[src/rtl/dds_coef_arbiter_pkg.sv]
// Shared types and constants for the DDS coefficient fetch arbiter.
// Latency: n/a (declarations only).
// Backpressure: n/a (declarations only).
package dds_coef_arbiter_pkg;

    // Default coefficient word width and ROM segment address width.
    localparam int DEF_DATA_WIDTH = 32;
    localparam int DEF_ADDR_WIDTH = 5;

    // Channel identifiers as carried on resp_ch and used for arbitration.
    localparam logic CH_COS = 1'b0;
    localparam logic CH_SIN = 1'b1;

    // Fetch sequencer states.
    typedef enum logic [1:0] {
        ST_IDLE  = 2'd0,
        ST_FETCH = 2'd1,
        ST_WAIT  = 2'd2,
        ST_RESP  = 2'd3
    } state_t;

    // Map a one-hot two-channel grant onto the winning channel id.
    function automatic logic grant_ch(input logic [1:0] grant);
        return grant[1] ? CH_SIN : CH_COS;
    endfunction

endpackage

[src/rtl/dds_rr_arb2.sv]
// Two-way round-robin grant: one-hot grant among two requesters, ties go to the favoured channel.
// Latency: grant is combinational from req/en; favoured channel updates on the edge of a grant.
// Backpressure: when en is low nothing is granted and the favoured channel is held.
module dds_rr_arb2
    import dds_coef_arbiter_pkg::*;
(
    input  logic       clk,
    input  logic       rst_n,
    input  logic       en,
    input  logic [1:0] req,
    output logic [1:0] grant
);

    // Channel that wins when both request; flips away from whoever was just served.
    logic favour;

    // Grant selection: a lone requester always wins, a tie goes to the favoured channel.
    always_comb begin
        grant = 2'b00;
        if (en) begin
            case (req)
                2'b01:   grant = 2'b01;
                2'b10:   grant = 2'b10;
                2'b11:   grant = (favour == CH_SIN) ? 2'b10 : 2'b01;
                default: grant = 2'b00;
            endcase
        end
    end

    // Pointer moves only when a grant is actually issued, favouring the other channel next.
    always_ff @(posedge clk or negedge rst_n) begin
        if (!rst_n) begin
            favour <= CH_COS;
        end else if (grant != 2'b00) begin
            favour <= ~grant_ch(grant);
        end
    end

endmodule

[src/rtl/dds_coef_arbiter.sv]
// Arbitrates cos/sin coefficient fetches onto one shared A0/A1/A2 ROM set and returns the captured set.
// Latency: accept edge N -> rom_en during cycle after N -> resp_valid in cycle after edge N+2 (4-cycle min period).
// Backpressure: resp_valid holds with stable data until resp_ready; no new request is accepted until back in IDLE.
module dds_coef_arbiter
    import dds_coef_arbiter_pkg::*;
#(
    parameter int DATA_WIDTH = DEF_DATA_WIDTH,
    parameter int ADDR_WIDTH = DEF_ADDR_WIDTH
) (
    input  logic                  clk,
    input  logic                  rst_n,
    input  logic [1:0]            req_valid,
    input  logic [ADDR_WIDTH-1:0] req_addr0,
    input  logic [ADDR_WIDTH-1:0] req_addr1,
    output logic [1:0]            req_ready,
    output logic                  rom_en,
    output logic [ADDR_WIDTH-1:0] rom_addr,
    input  logic [DATA_WIDTH-1:0] rom_a0,
    input  logic [DATA_WIDTH-1:0] rom_a1,
    input  logic [DATA_WIDTH-1:0] rom_a2,
    output logic                  resp_valid,
    input  logic                  resp_ready,
    output logic                  resp_ch,
    output logic [DATA_WIDTH-1:0] resp_a0,
    output logic [DATA_WIDTH-1:0] resp_a1,
    output logic [DATA_WIDTH-1:0] resp_a2,
    output logic                  busy
);

    state_t     state;
    state_t     state_nxt;
    logic [1:0] grant;
    logic       arb_en;
    logic       accept;
    logic       ch_q;

    // Grants are only offered from IDLE; gating with rst_n keeps req_ready low while reset is held.
    assign arb_en = (state == ST_IDLE) && rst_n;
    assign accept = (grant != 2'b00);

    dds_rr_arb2 u_arb (
        .clk   (clk),
        .rst_n (rst_n),
        .en    (arb_en),
        .req   (req_valid),
        .grant (grant)
    );

    // State register; reset abandons any transaction in flight.
    always_ff @(posedge clk or negedge rst_n) begin
        if (!rst_n) begin
            state <= ST_IDLE;
        end else begin
            state <= state_nxt;
        end
    end

    // Next-state and state-decoded outputs: one ROM enable cycle, one ROM wait cycle, then hold response.
    always_comb begin
        state_nxt  = state;
        req_ready  = 2'b00;
        rom_en     = 1'b0;
        resp_valid = 1'b0;
        busy       = 1'b1;
        case (state)
            ST_IDLE: begin
                busy      = 1'b0;
                req_ready = grant;
                if (accept) begin
                    state_nxt = ST_FETCH;
                end
            end
            ST_FETCH: begin
                rom_en    = 1'b1;
                state_nxt = ST_WAIT;
            end
            ST_WAIT: begin
                state_nxt = ST_RESP;
            end
            ST_RESP: begin
                resp_valid = 1'b1;
                if (resp_ready) begin
                    state_nxt = ST_IDLE;
                end
            end
            default: begin
                busy      = 1'b0;
                state_nxt = ST_IDLE;
            end
        endcase
    end

    // Latch the granted channel's address and id on accept; the address then stays put until the next grant.
    always_ff @(posedge clk or negedge rst_n) begin
        if (!rst_n) begin
            rom_addr <= '0;
            ch_q     <= CH_COS;
        end else if (accept) begin
            rom_addr <= (grant_ch(grant) == CH_SIN) ? req_addr1 : req_addr0;
            ch_q     <= grant_ch(grant);
        end
    end

    // Capture ROM read data and owning channel together at the end of WAIT so resp_* switch as one set.
    always_ff @(posedge clk or negedge rst_n) begin
        if (!rst_n) begin
            resp_ch <= CH_COS;
            resp_a0 <= '0;
            resp_a1 <= '0;
            resp_a2 <= '0;
        end else if (state == ST_WAIT) begin
            resp_ch <= ch_q;
            resp_a0 <= rom_a0;
            resp_a1 <= rom_a1;
            resp_a2 <= rom_a2;
        end
    end

endmodule

[config.mk]
export PLATFORM = sky130hd
export DESIGN_NAME = dds_coef_arbiter
export DESIGN_NICKNAME = d
export VERILOG_FILES = /design/src/rtl/dds_coef_arbiter_pkg.sv /design/src/rtl/dds_rr_arb2.sv /design/src/rtl/dds_coef_arbiter.sv
export SDC_FILE = /design/constraint.sdc
export NUM_CORES = 1
export LEC_CHECK = 0
export CORE_MARGIN = 8
export CORE_UTILIZATION = 36
export DETAILED_ROUTE_END_ITERATION = 10
export PLACE_DENSITY = 0.77
export SLEW_MARGIN = 20
export SYNTH_ARGS = -nofsm -noshare
export SYNTH_HDL_FRONTEND = slang
export SYNTH_SLANG_ARGS = --single-unit
[constraint.sdc]
create_clock -name clk -period 1.6 [get_ports clk]
set_clock_uncertainty 0.15 [all_clocks]
set_input_delay 0.48 -clock clk [delete_from_list [all_inputs] [get_ports clk]]
set_output_delay 0.48 -clock clk [all_outputs]
set_load 0.01 [all_outputs]
### Word level (Yosys, flattened, before mapping)

Cells that the tools add are included.

| storage, ports and cells | value |
|---|---|
| bits in registers | 106 |
| bits of input ports | 111 |
| output and inout port bits | 107 |
| word-level logic and storage cells | 33 |

| cells by class | value |
|---|---|
| eq/ne operators | 8 |
| multiplexer cells | 12 |
| bitwise gates (word level) | 1 |
| reduce and logical (&&, ||, !) cells | 4 |

Operators with widths:

| cell | number |
|---|---|
| $mux W2 | 5 |
| $eq A2 B2 Y1 const B | 4 |
| $pmux W2 S4 | 1 |
| $pmux W2 S3 | 1 |
| $mux W5 | 1 |
| $eq A2 B1 Y1 const B | 2 |
| $mux W1 | 4 |
| $ne A2 B2 Y1 const B | 2 |
| $logic_not A2 Y1 | 1 |
| $reduce_and A2 Y1 | 1 |
| $reduce_bool A2 Y1 | 1 |
| $logic_and A1 B1 Y1 | 1 |
| $not A1 Y1 | 1 |

### Depth between registers and ports, before layout

Gate-level depths: netlist of run 1.

| depth | value |
|---|---|
| word-level depth | 6 |
| gate-level depth with buffers | 7 |
| mapped depth without buffers | 5 |

### Cells and area by module

A second synthesis of run 1 with hierarchy kept.

| unflattened totals | value |
|---|---|
| cell total of the unflattened synthesis | 255 |
| area total of the unflattened synthesis | 4088.9 um2 |

Modules (own cells, without submodules):

| module | instances | cells each | area an instance (um2) | sequential area each (um2) |
|---|---|---|---|---|
| dds_coef_arbiter | 1 | 247 | 4027.6 | 2627.5 |
| dds_rr_arb2 | 1 | 8 | 61.3 | 25.0 |

### Worst setup path after synthesis of run 1

Ideal clock, no wire load.

| timing path | value |
|---|---|
| kind | register to output |
| start | reg state[0] |
| end | out req_ready[1] |
| arrival | 1176 ps |
| data required time | 970 ps |
| path slack | -206 ps |
| cell stages (with the launch flop) | 6 |
| buffers on the path | 1 |
| cells stage by stage | dfrtp_1 > inv_1 > ha_1 > buf_2 > nand3_1 > nor2_1 |

| on the way | value |
|---|---|
| cells in the longest elaborated chain, start to end | 4 |

Ends and longest elaborated chain:

| element | RTL line | source |
|---|---|---|
| start: declaration | dds_coef_arbiter.sv:30 | `state_t state;` |
| start signal: assignment | dds_coef_arbiter.sv:54 | `state <= state_nxt;` |
| $logic_not A2 Y1 (*) | dds_coef_arbiter.sv:38, dds_coef_arbiter.sv:65 |  |
| $logic_and A1 B1 Y1 | dds_coef_arbiter.sv:38 | `assign arb_en = (state == ST_IDLE) && rst_n;` |
| $mux W2 | dds_rr_arb2.sv:20 | `if (en) begin` |
| $mux W2 (*) | dds_coef_arbiter.sv:65 | `case (state)` |
| end: declaration | dds_coef_arbiter.sv:15 | `output logic [1:0] req_ready,` |

Mark *: on every way between the ends. The rest lies on a longest branch, timed or not.

### Worst setup path in the final report of run 1

| timing path | value |
|---|---|
| start | reg state[0] |
| end | out req_ready[0] |

The elaborated chain is that of the path after synthesis.

==> results of run 1 <==
==> how the worst max path moves through the flow <==
stage	endpoint	slack, ns	cells after the start
2_1_floorplan	req_ready[0]	-0.02	5
3_3_place_gp	req_ready[1]	-0.86	4
3_5_place_dp	req_ready[1]	-0.86	4
4_1_cts	req_ready[0]	-0.39	5
5_1_grt	req_ready[0]	-0.44	5
6_report	req_ready[0]	-0.38	5
==> per-stage QoR <==
step | cells | util
3_3_place_gp | 625 | 0.586
5_1_grt | 680 | 0.652
3_5_place_dp | 625 | 0.586
6_report | 680 | 0.652
4_1_cts | 672 | 0.675
2_1_floorplan | 260 | -
==> final cells by class <==
type	count	area share
Tap cell	143	0.0242
Clock buffer	12	0.0334
Inverter	4	0.00203
Sequential cell	106	0.359
Clock inverter	4	0.00695
Multi-Input combinational cell	138	0.235
Timing Repair Buffer	273	0.339
==> per-layer routing <==
metal  track usage  routed length (um)  up-vias  share of wire
met5             0                   0        -              0
met4        0.0534                 159        0          0.012
met3        0.0584                1160       12          0.084
met2         0.317                7280      128           0.53
met1         0.194                5150     1632           0.37
li1              -                   -     1467              -
==> Yosys cell counts (all sizes together), types with 2 or more instances <==
cell type  number
dfrtp         106
mux2           98
buf            12
a21oi           7
nor2            7
a31oi           5
ha              5
o21ai           5
inv             4
nand3           2
==> registers in the layout, indices dropped and copies added (netlist names) <==
signal        cells
resp_a0          32
resp_a1          32
resp_a2          32
rom_addr          5
state             2
ch_q              1
resp_ch           1
u_arb.favour      1
==> power groups by stage <==
| stage | combinational [uW] | sequential (uW) | clock, uW |
|---|---|---|---|
| 6_report | 9000 | 4840 | 2230 |
| 5_1_grt | 9550 | 5000 | 2390 |
| 4_1_cts | 9030 | 4830 | 2260 |
| 3_5_place_dp | 7370 | 4870 | 0 |
| 3_3_place_gp | 7210 | 4790 | 0 |
| 2_1_floorplan | 2750 | 5440 | 0 |
==> cells by family after synthesis <==
kind of cell    after synthesis  synth area share
fa+ha+maj                     5            0.0151
simple gates                 13            0.0154
compound gates               21            0.0345
mux                          99             0.270
flops                       106             0.641
buf+inv                      16            0.0242
==> what timing repair did <==
| item | in CTS | in global routing |
|---|---|---|
| pin swaps | 13 | 1 |
| setup endpoints to repair | 211 | 205 |
| setup buffers | 20 | 14 |
| resized for setup | 330 | 155 |
| gates cloned | 12 | 0 |
==> results.cfg, run 1 <==
[run_status]
status = finished with violations
violations = negative setup slack

[cts]
path_clk_slew_ns = 0.07
clkLatencyLatePin_ns = 0.33
holdBufCountCts = 0
cts_tree = yes
cts_root_buffer = clkbuf_16
h-tree-depth = 3
clock_sinks = 106
cts.path.max_buffers = 2
cts_buffers = 9

[die]
core_um2 = 11300
fp.dieArea_um2 = 15200
die_x_um = 123
fp.dieH_um = 123
pin_count = 218
rows = 39
initial_core_util = 0.366

[synth]
synth_edf_count = 0
synth_top_cell_area_share = 0.641
synthTopCellsByArea = dfrtp_1, mux2_2, ha_1, buf_6, buf_2
synthFlopType = dfrtp_1
ys_warn_count = 0
synth.distinct_cells = 23
yosysSeqAreaShare = 0.641
synth.avg_cell_area_um2 = 15.9
synthCells = 260
async_flop_share = 1.00
synth_area_leader_cell = dfrtp_1
synth_nets = 376
netlist_area_um2 = 4140
ys_ff_latch = 106

[timing]
finalCriticalPeriod_ns = 1.98
timing.fmax_mhz = 506
finalMaxSlewViolations = 0
setup_slack_ns = -0.378
tightest_slew_ns = 0.798
hold_viol_final = 0
setup_viol = 109
holdWs_ns = 0.0640
tns_ns = -17.58
slew_headroom = 0.468
grt_setup_unrepaired = true
period_share = 1.24

[grt]
grt_max_degree = 65
grt_pass1_wl_mm = 20.7
track_usage = 0.177
globalRouteOverflowTotal = 0
antenna_found_initial = 0
first_global_vias = 3688

[worst_setup_path]
end_kind = output port
crit_family = flip-flops
regToRegStartpoint = state[0]
worstPathRequired_ns = 0.97
path_class = flip-flop to output port
worst_ep_arrival_time_ns = 1.35
cp_slowest_cell = dfrtp_1
critPathMaxStageDelay_ns = 0.40
crit_buf_inv = 2
startpoint_type = flip-flop
path_max_fanout = 4
startpoint = state[0]
r2r_slack_ns = -0.24
r2r-end = resp_a0[18]
path_cells = inv_2 -> ha_4 -> nand3_2 -> a21oi_4 -> buf_6
r2r_cells = 8

[placement]
post-place-ws_ns = -0.865
gp_congestion = 0.766
dpl.hpwl_mm = 9.20
place_area_um2 = 6630
io_buffers = 217

[power_and_ir_drop]
p_sw_frac = 0.324
peakVddDrop_v = 0.00110
total_power_uw = 16100
clockPowerShare = 0.139
p_leak_uw = 0.00342
p_seq_frac = 0.301
p_int_uw = 10900
pwr-share-comb = 0.560
p_switching_uw = 5200
powerDensity_nw_per_um2 = 2180

[finish]
multiInputGateArea_um2 = 1730
layout_common_cells = clkdlybuf4s50_1, dfrtp_1, mux2_4
antenna_cells = 0
final_common_cell = clkdlybuf4s50_1
final_layout_size_suffix_gt1_frac = 0.544
fillers = 857
finalNetCount = 648
final_cell_area_um2 = 7380
seqCellArea_um2 = 2650
area_delta_synth_final_pct = 78.3

[detailed_routing]
post_drt_wl_per_cell_um = 20.2
via_per_inst = 4.76
ant_nets = 0
first_iter_violations = 165
wirelength_mm = 13.8
num_vias = 3239
drc = 0
drtPass1Iterations = 4

[run]
drv_cap = 0

[hold_path]
hold_class = primary input to async pin
Power figures use the tool's default switching activity.
==> run 2, diff against run 1 <==
--- a/config.mk
+++ b/config.mk
@@ -8,8 +8,9 @@
 export CORE_MARGIN = 8
 export CORE_UTILIZATION = 36
 export DETAILED_ROUTE_END_ITERATION = 10
+export GPL_TIMING_DRIVEN = 0
 export PLACE_DENSITY = 0.77
-export SLEW_MARGIN = 20
+export SKIP_CTS_REPAIR_TIMING = 1
 export SYNTH_ARGS = -nofsm -noshare
 export SYNTH_HDL_FRONTEND = slang
 export SYNTH_SLANG_ARGS = --single-unit
==> run 2 against run 1 <==
- the run ends with negative hold slack, negative setup slack left
- combinational power fell by 13%
- via count fell by 2.1%
- maximum frequency fell by 5.7%
- critical path type unchanged
- register-to-register slack barely moved
- largest power group unchanged
==> results.cfg, run 2 (same netlist as run 1, synthesis figures left out) <==
[die]
fp.dieH_um = 123
die_x_um = 123
fp.dieArea_um2 = 15200
initial_core_util = 0.366
core_um2 = 11300
rows = 39
pin_count = 218

[worst_setup_path]
r2r_slack_ns = -0.24
worstPathRequired_ns = 0.97
end_kind = output port
startpoint_type = flip-flop
cp_slowest_cell = dfrtp_1
crit_family = flip-flops
crit_cells = 6
path_max_fanout = 7
critPathMaxStageDelay_ns = 0.42
path_class = flip-flop to output port
r2r_cells = 7
crit_buf_inv = 3
path_cells = inv_2 -> ha_4 -> buf_8 -> nand3_4 -> a21oi_4 -> buf_6
worst_ep_arrival_time_ns = 1.47

[detailed_routing]
wirelength_mm = 12.7
num_vias = 3170
drc = 0
drtPass1Iterations = 4
first_iter_violations = 176
post_drt_wl_per_cell_um = 19.0
via_per_inst = 4.74
ant_nets = 0

[timing]
timing.fmax_mhz = 477
grt_setup_unrepaired = true
period_share = 1.31
finalCriticalPeriod_ns = 2.10
setup_viol = 109
setup_slack_ns = -0.497
finalMaxSlewViolations = 0
slew_headroom = 0.667
hold_viol_final = 44
holdWs_ns = -0.0701
tightest_slew_ns = 0.499

[power_and_ir_drop]
p_switching_uw = 4610
pwr-share-comb = 0.530
clockPowerShare = 0.147
p_sw_frac = 0.312
total_power_uw = 14800
p_seq_frac = 0.323
powerDensity_nw_per_um2 = 1960
p_leak_uw = 0.00396
p_int_uw = 10200
peakVddDrop_v = 0.00136

[finish]
fin_util = 0.668
final_common_cell = clkdlybuf4s50_1
antenna_cells = 0
fillers = 822
top_regs = resp_a0 (32), resp_a1 (32), resp_a2 (32)
area_delta_synth_final_pct = 82.6
layout_common_cells = clkdlybuf4s50_1, dfrtp_1, dlymetal6s2s_1
finalNetCount = 637
stdcell_count = 669
final_layout_size_suffix_gt1_frac = 0.340

[placement]
dpl.hpwl_mm = 9.14
post-place-ws_ns = -1.02
io_buffers = 217
place_inst = 621
gp_congestion = 0.773

[run_status]
status = finished with violations
violations = negative hold slack, negative setup slack

[hold_path]
hold_class = primary input to async pin

[grt]
track_usage = 0.153
grt_pass1_wl_mm = 17.8
antenna_found_initial = 0
globalRouteOverflowTotal = 0
first_global_vias = 3270
grt_max_degree = 63

[cts]
path_clk_slew_ns = 0.07
clkLatencyLatePin_ns = 0.34
cts_tree = yes
cts_root_buffer = clkbuf_16
cts_buffers = 9
clock_sinks = 106
cts.path.max_buffers = 2
h-tree-depth = 3

[run]
drv_cap = 0
-- run 2: worst reg2reg max path: cells and delay by family, from the launching register on --
family     cells  cell delay [ns]
mux            1             0.31
buf+inv        5             0.64
fa+ha+maj      1             0.22
flops          1             0.40
-- run 2: area by class of cell --
type                    instances  area (um^2)  share of cell area
clock inverters                 7         70.1             0.00927
plain buffers                  12          180              0.0238
repair buffers                250         2750               0.363
inverters                       4         15.0             0.00199
well taps                     143          179              0.0237
multi-input cells             138         1490               0.197
flip-flops and latches        106         2650               0.351
clock buffers                   9          225              0.0298
-- run 2: layer usage --
layer,track usage,up-vias,wire [um]
met4,0.0512,0,176
met5,0,-,0
met1,0.168,1581,4720
met3,0.0658,11,1070
li1,-,1444,-
met2,0.261,134,6720
-- run 2: through the flow --
step                      setup TNS, ns  instance area (um^2)  hold slack (ns)
final                            -22.13                  7560          -0.0701
after global routing             -27.85                  7560          -0.0496
after CTS                        -44.93                  6860           0.0362
after detailed placement         -15.69                  6560            0.325
after global placement          -514.66                  6540            0.318
after floorplan                 -0.0266                  4180           0.0344
-- run 2: power by group through the flow --
stage / sequential (uW) / combinational, uW / clock, uW
3_5_place_dp: 4880 / 7170 / 0
6_report: 4780 / 7830 / 2170
5_1_grt: 4970 / 8350 / 2360
3_3_place_gp: 4790 / 7020 / 0
2_1_floorplan: 5440 / 2750 / 0
4_1_cts: 4840 / 7200 / 2240
-- run 2: path summary, 6_finish.rpt --
path,start,endpoint
hold reg to reg,resp_a0[4],resp_a0[4]
setup reg to reg,state[0],resp_a0[15]
hold / removal,rst_n,resp_a2[28]
max in group asynchronous,rst_n,resp_a1[24]
setup / recovery,state[1],req_ready[0]
min in group clk,resp_a0[4],resp_a0[4]
==> run 3, diff against run 2 <==
--- a/config.mk
+++ b/config.mk
@@ -5,12 +5,16 @@
 export SDC_FILE = /design/constraint.sdc
 export NUM_CORES = 1
 export LEC_CHECK = 0
+export CELL_PAD_IN_SITES_DETAIL_PLACEMENT = 0
+export CELL_PAD_IN_SITES_GLOBAL_PLACEMENT = 1
 export CORE_MARGIN = 8
-export CORE_UTILIZATION = 36
+export CORE_UTILIZATION = 27
 export DETAILED_ROUTE_END_ITERATION = 10
 export GPL_TIMING_DRIVEN = 0
-export PLACE_DENSITY = 0.77
+export PLACE_DENSITY_LB_ADDON = 0.1
+export REMOVE_ABC_BUFFERS = 1
 export SKIP_CTS_REPAIR_TIMING = 1
 export SYNTH_ARGS = -nofsm -noshare
 export SYNTH_HDL_FRONTEND = slang
+export SYNTH_HIERARCHICAL = 1
 export SYNTH_SLANG_ARGS = --single-unit
==> run 3 against run 2 <==
- the run still ends with negative hold slack, negative setup slack left
- via count decreased by 3.9%
- utilization decreased by 14 points
- count of clock-buffer cells in the layout increased by 2
- sequential power decreased by 1%
- worst hold slack got worse by 0.046 ns
- maximum frequency decreased by 9.5%
==> results.cfg, run 3 <==
[run_status]
status = finished with violations
violations = negative hold slack, negative setup slack

[grt]
antenna_found_initial = 0
first_global_vias = 3158
globalRouteOverflowTotal = 0
grt_pass1_wl_mm = 17.9
track_usage = 0.118
grt_max_degree = 68

[finish]
fin_util = 0.523
antenna_cells = 0
area_delta_synth_final_pct = 91.7
finalNetCount = 625
top_regs = resp_a0 (32), resp_a1 (32), resp_a2 (32)
final_layout_size_suffix_gt1_frac = 0.340
stdcell_count = 703
layout_common_cells = clkdlybuf4s50_1, dfrtp_1, dlymetal6s2s_1
final_common_cell = clkdlybuf4s50_1

[die]
fp.dieArea_um2 = 19300
initial_core_util = 0.273
rows = 45
fp.dieH_um = 139
pin_count = 218
die_x_um = 139
core_um2 = 15000

[timing]
setup_slack_ns = -0.717
finalCriticalPeriod_ns = 2.32
holdWs_ns = -0.116
timing.fmax_mhz = 432
slew_headroom = 0.721
hold_viol_final = 39
grt_setup_unrepaired = true
setup_viol = 101
tightest_slew_ns = 0.419
period_share = 1.45
finalMaxSlewViolations = 0

[detailed_routing]
drtPass1Iterations = 3
first_iter_violations = 54
drc = 0
ant_nets = 0
via_per_inst = 4.33
post_drt_wl_per_cell_um = 19.5
wirelength_mm = 13.7
num_vias = 3047

[placement]
place_inst = 649
gp_congestion = 0.673
io_buffers = 217
dpl.hpwl_mm = 8.54

[synth]
async_flop_share = 1.00
synth-adder-area-share = 0.0122
synth_area_leader_cell = dfrtp_1
synth_compound_area_frac = 0.0162
yosys.area_share.simple = 0.0144
ys_ff_latch = 106
ys_warn_count = 6
netlist_area_um2 = 4090
synth_most_common_cell = dfrtp_1
yosysSeqAreaShare = 0.649
synthTopCellsByArea = dfrtp_1, mux2_2, ha_1, mux2i_1, buf_6
synth_edf_count = 0
synth_top_cell_area_share = 0.649
synth.avg_cell_area_um2 = 16.0
synth.distinct_cells = 18
synthCells = 255
synth_common_cells = dfrtp_1, mux2_2, buf_2
synth_xor_xnor_area_share = 0
synth_top_family_by_area = multiplexers
synthFlopType = dfrtp_1
synth_mux_area_frac = 0.282

[cts]
path_clk_slew_ns = 0.07
h-tree-depth = 3
clock_sinks = 106
cts_tree = yes
cts_root_buffer = clkbuf_16
clkLatencyLatePin_ns = 0.34
cts_buffers = 9
cts.path.max_buffers = 2

[power_and_ir_drop]
powerDensity_nw_per_um2 = 2020
p_leak_uw = 0.00419
peakVddDrop_v = 0.000728

[worst_setup_path]
path_cells = inv_2 -> ha_4 -> and2_4 -> nand2_4 -> a21oi_4 -> inv_2 -> nor2_2 -> buf_2
r2r-end = state[1]
startpoint_type = flip-flop
r2r_cells = 9
worstPathRequired_ns = 0.97
crit_family = flip-flops
path_max_fanout = 4
worst_ep_arrival_time_ns = 1.69
cp_slowest_cell = dfrtp_1
regToRegStartpoint = state[0]
end_kind = output port
crit_buf_inv = 3
r2r_slack_ns = -0.42
critPathMaxStageDelay_ns = 0.43
cp_common_cell = inv_2
path_class = flip-flop to output port

[hold_path]
hold_class = primary input to async pin

[run]
drv_cap = 0
## run 3: layout make-up
| class | instances | area, um^2 |
|---|---|---|
| multi-input combinational | 131 | 1590 |
| clock buffer | 11 | 233 |
| timing repair buffer | 257 | 3040 |
| clock inverter | 5 | 62.6 |
| fill | 1281 | 7140 |
| tap | 188 | 235 |
| inverter | 5 | 21.3 |
| sequential | 106 | 2650 |
## run 3: worst max-delay path by stage
stage              endpoint  cells past startpoint     start  slack, ns
2_1_floorplan    resp_a0[0]                      3  state[0]      -1.92
3_3_place_gp   req_ready[0]                      7     rst_n      -5.92
3_5_place_dp   req_ready[0]                      7     rst_n      -1.78
4_1_cts        req_ready[0]                      8  state[0]      -2.05
5_1_grt        req_ready[0]                      8  state[0]      -0.81
6_report       req_ready[0]                      8  state[0]      -0.72
## run 3: power breakdown
| part | total [uW] | internal, uW | switching [uW] |
|---|---|---|---|
| clock network | 2260 | 1230 | 1030 |
| registers | 4730 | 4080 | 647 |
| logic | 8880 | 5650 | 3230 |
| total | 15900 | 11000 | 4910 |
## run 3: routing by layer
metal	track usage	share of wire	up-vias
met5	0	0	-
met4	0.0485	0.014	0
met3	0.0627	0.095	11
met2	0.188	0.47	124
met1	0.131	0.42	1513
li1	-	-	1399
## run 3: through the flow
| stage | hold slack (ns) | TNS (ns) | instance area [um^2] | setup WS, ns | power [uW] |
|---|---|---|---|---|---|
| after detailed placement | 0.278 | -49.81 | 6480 | -1.78 | 11700 |
| after global routing | -0.0931 | -21.75 | 7840 | -0.806 | 16800 |
| after floorplan | 0.0344 | -192.00 | 4000 | -1.92 | 7520 |
| after global placement | 0.312 | -845.34 | 6410 | -5.92 | 10200 |
| after CTS | -0.108 | -83.51 | 6770 | -2.05 | 14100 |
| final | -0.116 | -17.06 | 7840 | -0.717 | 15900 |
## run 3: cells by family (layout without fill, tap and decap cells)
logic type	Yosys count	in the layout
buffers and inverters	18	278
muxes	103	103
and+or+nand+nor	13	13
AOI/OAI and AO/OA	11	11
adders and majority gates	4	4
DFF	106	106
